==> src/rtl/scores_writer.sv <==
// Writes the finished game's score to the SD card once, and only when it beats the stored best.
// Optional request timeout with retries is enabled by defining SCORES_WRITE_TIMEOUT_EN.
module scores_writer #(
    parameter logic [31:0] SCORES_WRITE_ADDRESS = 32'h0000_0000
`ifdef SCORES_WRITE_TIMEOUT_EN
    ,
    parameter int unsigned REQUEST_TIMEOUT = 1_000_000,
    parameter int unsigned MAX_RETRIES     = 3
`endif
) (
    input  logic        CLK,
    input  logic        RESET,
    input  logic        TO_SAVE,
    input  logic [15:0] CURRENT_SCORES,
    input  logic [15:0] PREVIOUS_SCORES,
    input  logic        SD_HAS_INITIALIZED,
    input  logic        SD_IS_WRITING,
    output logic        SD_TO_WRITE,
    output logic [31:0] SD_WRITE_ADDRESS,
    output logic [15:0] WRITE_DATA,
    output logic        WRITE_FINISH,
    output logic        SKIPPED,
    output logic        WRITE_ERROR
);

    // Handshake: SD_TO_WRITE is held high until the controller answers with SD_IS_WRITING;
    // the write is complete once SD_IS_WRITING falls again.
    typedef enum logic [2:0] {
        S_IDLE, S_COMPARE, S_REQUEST, S_WAIT_WRITE, S_DONE, S_BACKOFF
    } state_t;

    state_t      state_q, state_d;
    logic [15:0] cur_q, cur_d;
    logic [15:0] prev_q, prev_d;
    logic [15:0] data_q, data_d;
    logic        to_write_q, to_write_d;
    logic        finish_q, finish_d;
    logic        skipped_q, skipped_d;
    logic        error_q, error_d;
`ifdef SCORES_WRITE_TIMEOUT_EN
    logic [31:0] cnt_q, cnt_d;
    logic [31:0] retries_q, retries_d;
`endif

    always_comb begin
        state_d   = state_q;
        cur_d     = cur_q;
        prev_d    = prev_q;
        data_d    = data_q;
        skipped_d = skipped_q;
        error_d   = error_q;
`ifdef SCORES_WRITE_TIMEOUT_EN
        cnt_d     = cnt_q;
        retries_d = retries_q;
`endif
        case (state_q)
            S_IDLE: begin
                if (TO_SAVE && SD_HAS_INITIALIZED && !SD_IS_WRITING) begin
                    cur_d   = CURRENT_SCORES;
                    prev_d  = PREVIOUS_SCORES;
                    data_d  = CURRENT_SCORES;
                    state_d = S_COMPARE;
                end
            end
            S_COMPARE: begin
                if (cur_q > prev_q) begin
                    state_d = S_REQUEST;
`ifdef SCORES_WRITE_TIMEOUT_EN
                    cnt_d   = 32'd0;
`endif
                end else begin
                    state_d   = S_DONE;
                    skipped_d = 1'b1;
                end
            end
            S_REQUEST: begin
                if (SD_IS_WRITING) begin
                    state_d = S_WAIT_WRITE;
                end
`ifdef SCORES_WRITE_TIMEOUT_EN
                else if (cnt_q == 32'(REQUEST_TIMEOUT - 1)) begin
                    if (retries_q < 32'(MAX_RETRIES)) begin
                        state_d   = S_BACKOFF;
                        retries_d = retries_q + 32'd1;
                    end else begin
                        state_d = S_DONE;
                        error_d = 1'b1;
                    end
                end else begin
                    cnt_d = cnt_q + 32'd1;
                end
`endif
            end
`ifdef SCORES_WRITE_TIMEOUT_EN
            S_BACKOFF: begin
                state_d = S_REQUEST;
                cnt_d   = 32'd0;
            end
`endif
            S_WAIT_WRITE: begin
                if (!SD_IS_WRITING) state_d = S_DONE;
            end
            S_DONE:  state_d = S_DONE;  // one write per game; only RESET leaves
            default: state_d = S_IDLE;
        endcase
        to_write_d = (state_d == S_REQUEST);
        finish_d   = (state_d == S_DONE);
    end

    always_ff @(posedge CLK) begin
        if (RESET) begin
            state_q    <= S_IDLE;
            cur_q      <= 16'd0;
            prev_q     <= 16'd0;
            data_q     <= 16'd0;
            to_write_q <= 1'b0;
            finish_q   <= 1'b0;
            skipped_q  <= 1'b0;
            error_q    <= 1'b0;
`ifdef SCORES_WRITE_TIMEOUT_EN
            cnt_q      <= 32'd0;
            retries_q  <= 32'd0;
`endif
        end else begin
            state_q    <= state_d;
            cur_q      <= cur_d;
            prev_q     <= prev_d;
            data_q     <= data_d;
            to_write_q <= to_write_d;
            finish_q   <= finish_d;
            skipped_q  <= skipped_d;
            error_q    <= error_d;
`ifdef SCORES_WRITE_TIMEOUT_EN
            cnt_q      <= cnt_d;
            retries_q  <= retries_d;
`endif
        end
    end

    assign SD_TO_WRITE      = to_write_q;
    assign SD_WRITE_ADDRESS = SCORES_WRITE_ADDRESS;
    assign WRITE_DATA       = data_q;
    assign WRITE_FINISH     = finish_q;
    assign SKIPPED          = skipped_q;
`ifdef SCORES_WRITE_TIMEOUT_EN
    assign WRITE_ERROR      = error_q;
`else
    assign WRITE_ERROR      = 1'b0;
    logic unused_error;
    assign unused_error     = error_q;
`endif

endmodule

==> config.mk <==
export PLATFORM = sky130hd
export DESIGN_NAME = scores_writer
export DESIGN_NICKNAME = d
export VERILOG_FILES = /design/src/rtl/scores_writer.sv
export SDC_FILE = /design/constraint.sdc
export NUM_CORES = 1
export LEC_CHECK = 0
export CORE_AREA = 2 2 76 78
export DETAILED_ROUTE_END_ITERATION = 7
export DIE_AREA = 0 0 78 80
export HOLD_SLACK_MARGIN = 0.1
export PLACE_DENSITY_LB_ADDON = 0.2
export SLEW_MARGIN = 20
export SYNTH_ARGS = -nofsm -noshare
export SYNTH_HDL_FRONTEND = slang
export SYNTH_SLANG_ARGS = --single-unit
==> constraint.sdc <==
create_clock -name CLK -period 1.9 [get_ports CLK]
set_clock_uncertainty 0.15 [all_clocks]
set_input_delay 0.38 -clock CLK [delete_from_list [all_inputs] [get_ports CLK]]
set_output_delay 0.38 -clock CLK [all_outputs]
set_load 0.01 [all_outputs]
==> metrics.md <==
| Metric | Value |
|---|---|
| Placed instance count | `388` |
| Total power | `1855 uW` |
| RSZ-0062 raised after global routing | `true` |
| Worst Hold Path EP | `prev_q[15]` |
| Antenna Cells | `0` |
| Core Box Area | `5405 sq um` |
| Worst hold path class | `reg2reg` |
| Worst path cell trace | `inv_1 -> ha_1 -> nand2_1 -> o21ai_1 -> a221o_1 -> o31a_1 -> o22ai_1` |
| Initial DRC count | `73` |
| Failing checks | `setup timing` |
| Worst IR Drop VDD | `356.0 uV` |
| GRT Overall Usage | `14.28%` |
| Synth Flop Type | `dfxtp_1` |
| Drc violations | `0` |
| CTS max path bufs | `2` |
| Most frequent cells in the layout | `nand2_1 (66), clkdlybuf4s50_1 (55), a21oi_1 (37), conb_1 (33)` |
| Netlist cell types | `30` |
| Vias | `1,763` |
| Non-filler cells, final | `399` |
| Reg-to-Reg Start | `prev_q[6]` |
| Min Tclk post-route | `1.932 ns` |
| Reg clk slew, reported paths | `0.08 ns` |
| CP Class | `reg2reg` |
| FP Rows | `27` |
| Adder-Cell Fraction of Synth Area | `9.988%` |
| Nets | `379` |
| CP Launch Type | `flip-flop` |
| Period utilisation layout | `101.7%` |
| Final core area utilization | `53.89%` |
| Sequential area share after synthesis | `37.95%` |
| Share of cells above drive strength 1 | `23.24%` |
| WP buf/inv | `1` |
| Antenna viol nets, final | `0` |
| CP Data Required Time | `1.95 ns` |
| Drt first pass iters | `4` |
| Reg2Reg Capture Point | `WRITE_FINISH` |
| Synth warn | `0` |
| Vias per inst | `4.419` |
| Mapped cell area | `2004 sq um` |
| I/O pin count | `89` |
| Met1 WL | `2.031 mm` |
| Peak per-stage delay on the critical path | `0.38 ns` |
| DR WL/cell | `11.11 um` |
| Setup ws final | `-0.03184 ns` |
| Clk_lat worst skew | `0.29 ns` |
| Hold_buf cts | `0` |
| EDFF count, synth | `0` |
| CP top delay family | `compound AO/OA/AOI/OAI gates` |
| Starting Density | `37.08%` |
| Hold wc startpoint | `prev_q[15]` |
| Clock Root Buffer | `clkbuf_8` |
| Mux contribution to synthesized area | `0%` |
| Clk sinks | `38` |
| Met3 WL | `230 um` |
| Arrival time worst endpoint | `1.99 ns` |
| Die outline width | `78 um` |
| Leakage | `0.001126 uW` |
| CTS tree | `yes` |
| Synth Register Bits | `38` |
| Fmax | `0.5176 GHz` |
| Max Used Layer | `met4` |
| Synthesis-to-finish area growth | `45.32%` |
| Post-synthesis cell count | `254` |
| Largest net degree at the start of global routing | `38` |
| Worst-path fanout max | `3` |
| Synth Area in Simple Gates | `17.98%` |
| Post-synth ARST share | `0%` |
| R2R cell count | `7` |
| Routability cong. | `0.7067` |
| First-pass GRT wire length | `7.017 mm` |
| Detailed Route WL | `4.434 mm` |
| Initial antenna violation count | `0` |
| DP HPWL | `3.243 mm` |
| Largest family of logic cells by synthesized area | `buffers and inverters` |
| Reg2reg setup slack | `-0.03 ns` |
| Pwr Density | `636.8 nW/um^2` |
| Post-synthesis compound-gate area fraction | `15.61%` |
| Status | `finished, violations left` |
| Die area | `6240 sq um` |
| H-tree depth | `2` |
| Vias in the first global route | `1,598` |
| Hold Path Stages | `2` |
| Most common cell after layout, fill and taps aside | `nand2_1` |
| WL met2 | `2.131 mm` |
| Die Y | `80 um` |
| Setup WS pre-CTS | `-0.07346 ns` |
| Total CTS buffers | `5` |
| Mean post-synth cell area | `7.891 sq um` |
| Final setup violation count | `2` |
| Port bufs | `55` |
| Post-Synth XOR/XNOR Area | `0%` |
| Max_cap viols | `0` |
| Crit end category | `flip-flop` |
| Critical path's slowest cell | `a221o_1` |
| Final-report hold violation count | `0` |
| Grt total ovfl | `0` |
| Final Max Slew Viols | `0` |
## cells in the mapped netlist (2+ instances only)
cell type   n  share of area, %
nor2_1      4              0.75
a21o_1      3               1.1
nor2b_1     2              0.62
o31ai_1     2              0.75
dfxtp_1    38                38
nand3_1     2              0.50
inv_1      17               3.2
a21oi_1    39               9.7
clkbuf_1    7               1.3
ha_1       16                10
o22ai_1     3              0.94
nand2_1    66                12
buf_2       3              0.75
nand4_1     4               1.2
buf_4      33                12
## sequential cells by signal, indices dropped and copies added, names as in the netlist
signal,flops
WRITE_DATA,16
prev_q,16
state_q,3
SD_TO_WRITE,1
SKIPPED,1
WRITE_FINISH,1
## worst max-delay path by stage
stage / from / end / slack [ns] / cells past startpoint
6_report: prev_q[6] / WRITE_FINISH / -0.03 / 7
2_1_floorplan: WRITE_DATA[13] / SD_TO_WRITE / 0.03 / 6
5_1_grt: prev_q[14] / WRITE_FINISH / -0.08 / 7
3_5_place_dp: prev_q[7] / SD_TO_WRITE / -0.07 / 7
4_1_cts: prev_q[13] / WRITE_FINISH / -0.03 / 7
3_3_place_gp: prev_q[13] / SD_TO_WRITE / -0.03 / 7
## cell type report
class                      instances  area (sq um)
fill                             529          2492
multi-input combinational        187          1160
sequential                        38         788.3
timing repair buffer              77         715.7
tap                               72         90.09
clock buffer                       6         82.58
inverter                          17         63.81
clock inverter                     2         12.51
## what timing repair did
item | in CTS | in global routing
pin swaps | 9 | 6
gates cloned | 0 | 0
buffers inserted | 3 | 0
gates resized for setup | 30 | 15
setup endpoints to repair | 5 | 9
## stage by stage
step                      instance area, sq um  setup TNS [ns]  hold slack, ns
after floorplan                           2125               0          0.2834
after detailed placement                  2605         -0.1891          0.2977
after CTS                                 2877        -0.03251          0.3052
after global routing                      2913         -0.2474          0.3254
after global placement                    2605        -0.05376          0.2945
final                                     2913        -0.03479          0.3024
## kinds of logic (layout without fill, tap and decap cells)
group,after synthesis,count (layout)
and+or+nand+nor,84,84
buffers and inverters,61,102
AOI/OAI and AO/OA,54,54
DFF,38,38
adders and majority gates,16,16
other,1,33
## layer usage
metal,track usage (%),vias to the layer above
li1,-,923
met1,17.67,786
met2,24.22,50
met3,3.281,4
met4,5.263,0
met5,0,-
## where the power goes
part           total (uW)  internal, uW  switching, uW  leakage, uW
registers             855           831           24.5     0.000319
clock network         572           292            281    0.0000472
logic                 427           227            201     0.000760
total                1850          1350            506      0.00113
## tightest hold or removal path, stage by stage, from the launching register on
cell and delay, ns:
dfxtp_2 0.32, nand2_1 0.05, a21oi_1 0.05
Power figures use the tool's default switching activity.
